`src/rtl/spi_pkg.sv`:
```
// Shared types and helpers for the SPI endpoints.
package spi_pkg;

    typedef enum logic {
        IDLE = 1'b0,
        XFER = 1'b1
    } spi_slave_state_e;

    localparam int SYNC_STAGES = 2;

    // Selects the detected edge that corresponds to "leading" (or "trailing"
    // when rise/fall are swapped by the caller) for a given clock polarity.
    function automatic logic edge_pick(input logic pol, input logic rise, input logic fall);
        return pol ? fall : rise;
    endfunction

endpackage

```
`src/rtl/spi_slave_sync.sv`:
```
// Two-flop synchronizer for one asynchronous SPI pin, with rise/fall detect
// against the previous synchronized value.
module spi_slave_sync
    import spi_pkg::*;
(
    input  logic clk_i,
    input  logic rst_i,
    input  logic pin_i,
    output logic sync_o,
    output logic rise_o,
    output logic fall_o
);

    logic [SYNC_STAGES-1:0] stage;
    logic                   prev;

    always_ff @(posedge clk_i) begin
        if (rst_i) begin
            stage <= '0;
            prev  <= 1'b0;
        end else begin
            stage <= {stage[SYNC_STAGES-2:0], pin_i};
            prev  <= stage[SYNC_STAGES-1];
        end
    end

    assign sync_o = stage[SYNC_STAGES-1];
    assign rise_o = stage[SYNC_STAGES-1] & ~prev;
    assign fall_o = ~stage[SYNC_STAGES-1] & prev;

endmodule

```
`src/rtl/spi_slave.sv`:
```
// SPI peripheral endpoint: oversamples sclk/ss_n/mosi in the clk_i domain,
// shifts a word in on mosi while shifting din_i out on miso.
module spi_slave
    import spi_pkg::*;
#(
    parameter int WordLength = 8
) (
    input  logic                  clk_i,
    input  logic                  rst_i,
    input  logic                  cpol_i,
    input  logic                  cpha_i,
    input  logic [WordLength-1:0] din_i,
    output logic [WordLength-1:0] dout_o,
    output logic                  rx_done_tick_o,
    output logic                  busy_o,
    input  logic                  sclk_i,
    input  logic                  ss_n_i,
    input  logic                  mosi_i,
    output logic                  miso_o,
    output spi_slave_state_e      dbg_state_o
);

    localparam int              CntW    = $clog2(WordLength);
    localparam logic [CntW-1:0] LastBit = CntW'(WordLength - 1);

    logic sclk_level, sclk_rise, sclk_fall;
    logic ss_level, ss_rise, ss_fall;
    logic mosi_level, mosi_rise, mosi_fall;
    logic unused_mosi_edges;

    spi_slave_sync u_sclk_sync (
        .clk_i  (clk_i),
        .rst_i  (rst_i),
        .pin_i  (sclk_i),
        .sync_o (sclk_level),
        .rise_o (sclk_rise),
        .fall_o (sclk_fall)
    );

    spi_slave_sync u_ss_sync (
        .clk_i  (clk_i),
        .rst_i  (rst_i),
        .pin_i  (ss_n_i),
        .sync_o (ss_level),
        .rise_o (ss_rise),
        .fall_o (ss_fall)
    );

    spi_slave_sync u_mosi_sync (
        .clk_i  (clk_i),
        .rst_i  (rst_i),
        .pin_i  (mosi_i),
        .sync_o (mosi_level),
        .rise_o (mosi_rise),
        .fall_o (mosi_fall)
    );

    assign unused_mosi_edges = mosi_rise ^ mosi_fall ^ sclk_level;

    spi_slave_state_e      state;
    logic                  cpol_q, cpha_q;
    logic                  ss_armed;
    logic [WordLength-1:0] rx_reg, tx_reg;
    logic [CntW-1:0]       bit_cnt, tx_idx;

    logic lead_edge, trail_edge, sample_edge, drive_edge;
    logic [WordLength-1:0] rx_next;

    assign lead_edge   = edge_pick(cpol_q, sclk_rise, sclk_fall);
    assign trail_edge  = edge_pick(cpol_q, sclk_fall, sclk_rise);
    assign sample_edge = cpha_q ? trail_edge : lead_edge;
    assign drive_edge  = cpha_q ? lead_edge : trail_edge;
    assign rx_next     = {rx_reg[WordLength-2:0], mosi_level};

    // din_i is captured on the cycle the frame starts and on the cycle
    // rx_done_tick_o is raised; change it after either to queue the next word.
    always_ff @(posedge clk_i) begin
        if (rst_i) begin
            state          <= IDLE;
            cpol_q         <= 1'b0;
            cpha_q         <= 1'b0;
            ss_armed       <= 1'b0;
            rx_reg         <= '0;
            tx_reg         <= '0;
            bit_cnt        <= '0;
            tx_idx         <= '0;
            dout_o         <= '0;
            rx_done_tick_o <= 1'b0;
        end else begin
            rx_done_tick_o <= 1'b0;
            // ss_n must be seen high after reset before busy_o may report selection.
            if (ss_rise) begin
                ss_armed <= 1'b1;
            end
            case (state)
                IDLE: begin
                    if (ss_fall) begin
                        state   <= XFER;
                        cpol_q  <= cpol_i;
                        cpha_q  <= cpha_i;
                        tx_reg  <= din_i;
                        rx_reg  <= '0;
                        bit_cnt <= '0;
                        tx_idx  <= '0;
                    end
                end
                XFER: begin
                    if (ss_level) begin
                        state   <= IDLE;
                        rx_reg  <= '0;
                        bit_cnt <= '0;
                        tx_idx  <= '0;
                    end else begin
                        if (sample_edge) begin
                            rx_reg <= rx_next;
                            if (bit_cnt == LastBit) begin
                                bit_cnt        <= '0;
                                dout_o         <= rx_next;
                                rx_done_tick_o <= 1'b1;
                                tx_reg         <= din_i;
                            end else begin
                                bit_cnt <= bit_cnt + CntW'(1);
                            end
                        end
                        // Drive edges track the sample count: this gives the
                        // MSB on the first leading edge (cpha=1) and on the
                        // trailing edge after a word completes (cpha=0).
                        if (drive_edge) begin
                            tx_idx <= bit_cnt;
                        end
                    end
                end
                default: state <= IDLE;
            endcase
        end
    end

    assign miso_o      = (state == XFER) ? tx_reg[LastBit - tx_idx] : 1'b0;
    assign busy_o      = ss_armed & ~ss_level;
    assign dbg_state_o = state;

endmodule
```
`config.mk`:
```
export PLATFORM = sky130hd
export DESIGN_NAME = spi_slave
export DESIGN_NICKNAME = d
export VERILOG_FILES = /design/src/rtl/spi_pkg.sv /design/src/rtl/spi_slave_sync.sv /design/src/rtl/spi_slave.sv
export SDC_FILE = /design/constraint.sdc
export NUM_CORES = 1
export LEC_CHECK = 0
export CELL_PAD_IN_SITES_DETAIL_PLACEMENT = 1
export CELL_PAD_IN_SITES_GLOBAL_PLACEMENT = 2
export CORE_MARGIN = 4
export CORE_UTILIZATION = 33
export DETAILED_ROUTE_END_ITERATION = 8
export GPL_TIMING_DRIVEN = 0
export PLACE_DENSITY_LB_ADDON = 0.08
export RECOVER_POWER = 25
export SYNTH_ARGS = -nofsm -noshare
export SYNTH_HDL_FRONTEND = slang
export SYNTH_SLANG_ARGS = --single-unit
```
`constraint.sdc`:
```
create_clock -name clk_i -period 2.15 [get_ports clk_i]
set_input_delay 0.215 -clock clk_i [delete_from_list [all_inputs] [get_ports clk_i]]
set_output_delay 0.215 -clock clk_i [all_outputs]
set_load 0.01 [all_outputs]
```
==> results.txt, run 1 <==
Skew-Pair Late Insertion Delay = 0.29 ns
Power density over the cells = 656 mW/mm^2
Flops & latches, synth = 42
ANT nets after route = 0
Final Hold Slack = 0.449 ns
Initial drt markers = 89
Clock skew = 0.00556 ns
Cell Area, Placed = 0.00221 mm^2
Met2 Usage GRT = 27.4%
Synth Cell Area = 0.00187 mm^2
GRT busiest layer = met2
First-pass GRT wire length = 8600 um
Drt first pass iters = 4
RSZ-0062 raised after global routing = no
Req. time, crit path = 1.93 ns
Worst-margin pin slew = 0.557 ns
Critical Path End Type = output port
Leak = 0.810 nW
Hpwl dp = 3760 um
Starting density of the core = 33.9%
Layout area overhead = 22.8%
Num Clock Sinks = 42
Io pins = 27
Final nets = 242
# hold bufs at CTS = 0
CTS Buffer Depth = 2
WS Path Type = flip-flop to output port
Postcts setup bufs = 0
Yosys warns = 0
Max-Cap Viols = 0
Core box area = 0.00551 mm^2
Vias post-DR = 1586
Fin crit share = 90.5%
Synth cell types = 36
Slew headroom = 62.9%
Met1 usage = 18.5%
CTS tree = built
RD Place Congestion = 0.770
Syn_area_per_cell = 9.62 um^2
Post-synthesis sequential area ratio = 45.1%
Reg2reg path depth = 5
Die H = 83.2 um
Crit path DAT = 1.73 ns
Post-synth net total = 211
PortBufs = 25
Vias per cell = 5.32
Vias in the first global route = 1736
Routed Wire Length = 5070 um
Largest cells by area after synthesis = dfxtp_1 (45%), mux2i_1 (5.9%), nand2_1 (5.8%)
Critical Path Source Type = flip-flop
N_diodes = 0
Average wire per standard cell = 17.0 um
Final max-slew violation count = 0
Cell Rows = 27
# DRC = 0
Die X = 83.2 um
CTS clk-pin slew, worst paths = 0.08 ns
Gr ovfl total = 0
Hold Crit Class = flip-flop to flip-flop
Peak supply drop = 0.259 mV
Largest net degree at the start of global routing = 14
Crit path max fanout = 3
Commonest cells after routing, fill and taps aside = dfxtp_1 (40), nand2_1 (29), clkdlybuf4s50_1 (21)
PostCTS Resize Cnt = 4
Cells after Synth = 194
Root Buffer = clkbuf_8
Final Hold Viols = 0
Area leader, netlist = dfxtp_1
Design area = 0.00229 mm^2
Met3 usage = 4.07%
GRT Total Usage = 15.5%
Ratio of cells with drive above 1 in the final layout = 12.4%
Hold Path Stages = 1
Die area = 0.00692 mm^2
Area share of the largest cell type after synthesis = 45.1%
Most common cell after layout, fill and taps aside = dfxtp_1
# setup viols final = 0
Initial antenna violation count = 0
Tmin final = 1.95 ns
Status = completed
Fmax = 514 MHz
Inserted Clock Buffers = 5
# H-tree levels = 2
per-layer routing:
metal	wire length, um	part of all wire, %
met3	175	3.4
met5	0	0
met2	2590	51
met1	2250	44
met4	61	1.2
kinds of logic after synthesis:
family	share of synthesized area (%)
xor+xnor	1.34
fa+ha+maj	1.34
flops	45.1
buf+inv	3.96
simple gates	24.8
mux	10.3
compound gates	13.2
worst paths after layout:
| kind | start | to | slack [ns] |
|---|---|---|---|
| worst max-delay path | tx_idx[1] | miso_o | 0.20 |
| worst min-delay path | u_mosi_sync.stage[0] | u_mosi_sync.stage[1] | 0.45 |
| worst max register to register | bit_cnt[0] | tx_reg[4] | 0.30 |
| worst min register to register | u_mosi_sync.stage[0] | u_mosi_sync.stage[1] | 0.45 |
power by group:
group	total (W)	internal (W)	switching (W)
Clock	0.000503	0.000229	0.000273
Sequential	0.000839	0.000813	0.0000256
Combinational	0.000162	0.0000826	0.0000795
Total	0.00150	0.00113	0.000379
worst max-delay path: stages, from the launching register on:
cell and delay (ns):
dfxtp_2 0.38, mux4_2 0.52, mux2i_1 0.19, nor2b_1 0.07
dlygate4sd2_1 0.28
cell usage after synthesis:
master,instances
dfxtp_1,42
nand2_1,29
nor2b_1,12
mux2i_1,11
a31oi_1,8
clkbuf_1,8
nand4b_1,8
nor4b_1,8
o22ai_1,7
nor2_1,6
a21oi_1,5
buf_2,5
o311ai_1,5
nand4_1,3
nor3_1,3
o21ai_0,3
o311ai_0,3
o31ai_1,3
and4bb_2,2
buf_1,2
ha_1,2
inv_1,2
mux2_2,2
mux4_2,2
nand3_1,2
a21o_1,1
a31oi_2,1
and2_4,1
inv_2,1
mux2i_2,1
nand2_2,1
nand2b_1,1
nor3b_4,1
or4_1,1
xnor2_2,1
xor2_1,1
cell type report:
| cell class | instances | area (um^2) |
|---|---|---|
| inverter | 3 | 11.3 |
| clock buffer | 6 | 72.6 |
| tap | 72 | 90.1 |
| buffer | 14 | 60.1 |
| sequential | 42 | 843 |
| timing repair buffer | 25 | 249 |
| fill | 642 | 3220 |
| multi-input combinational | 134 | 951 |
| clock inverter | 2 | 13.8 |
stage by stage:
step | instances | utilization, % | setup slack (ns) | TNS (ns) | total power, W
finish | 298 | 41.6 | 0.205 | 0 | 0.00150
global route | 298 | 41.6 | 0.0997 | 0 | 0.00158
CTS | 299 | 41.7 | 0.146 | 0 | 0.00153
detailed placement | 291 | 40.1 | -0.00223 | -0.00223 | 0.00102
global placement | 291 | 40.1 | 0.0733 | 0 | 0.00101
floorplan | 194 | - | 0.526 | 0 | 0.000949
Power figures use the tool's default switching activity.
==> inputs of run 2 (changes only) <==
--- a/config.mk
+++ b/config.mk
@@ -16,3 +16,4 @@
 export SYNTH_ARGS = -nofsm -noshare
 export SYNTH_HDL_FRONTEND = slang
 export SYNTH_SLANG_ARGS = --single-unit
+export TNS_END_PERCENT = 20
==> results of run 2 <==
The final DEF is identical to that of run 1; final timing and power are the same.
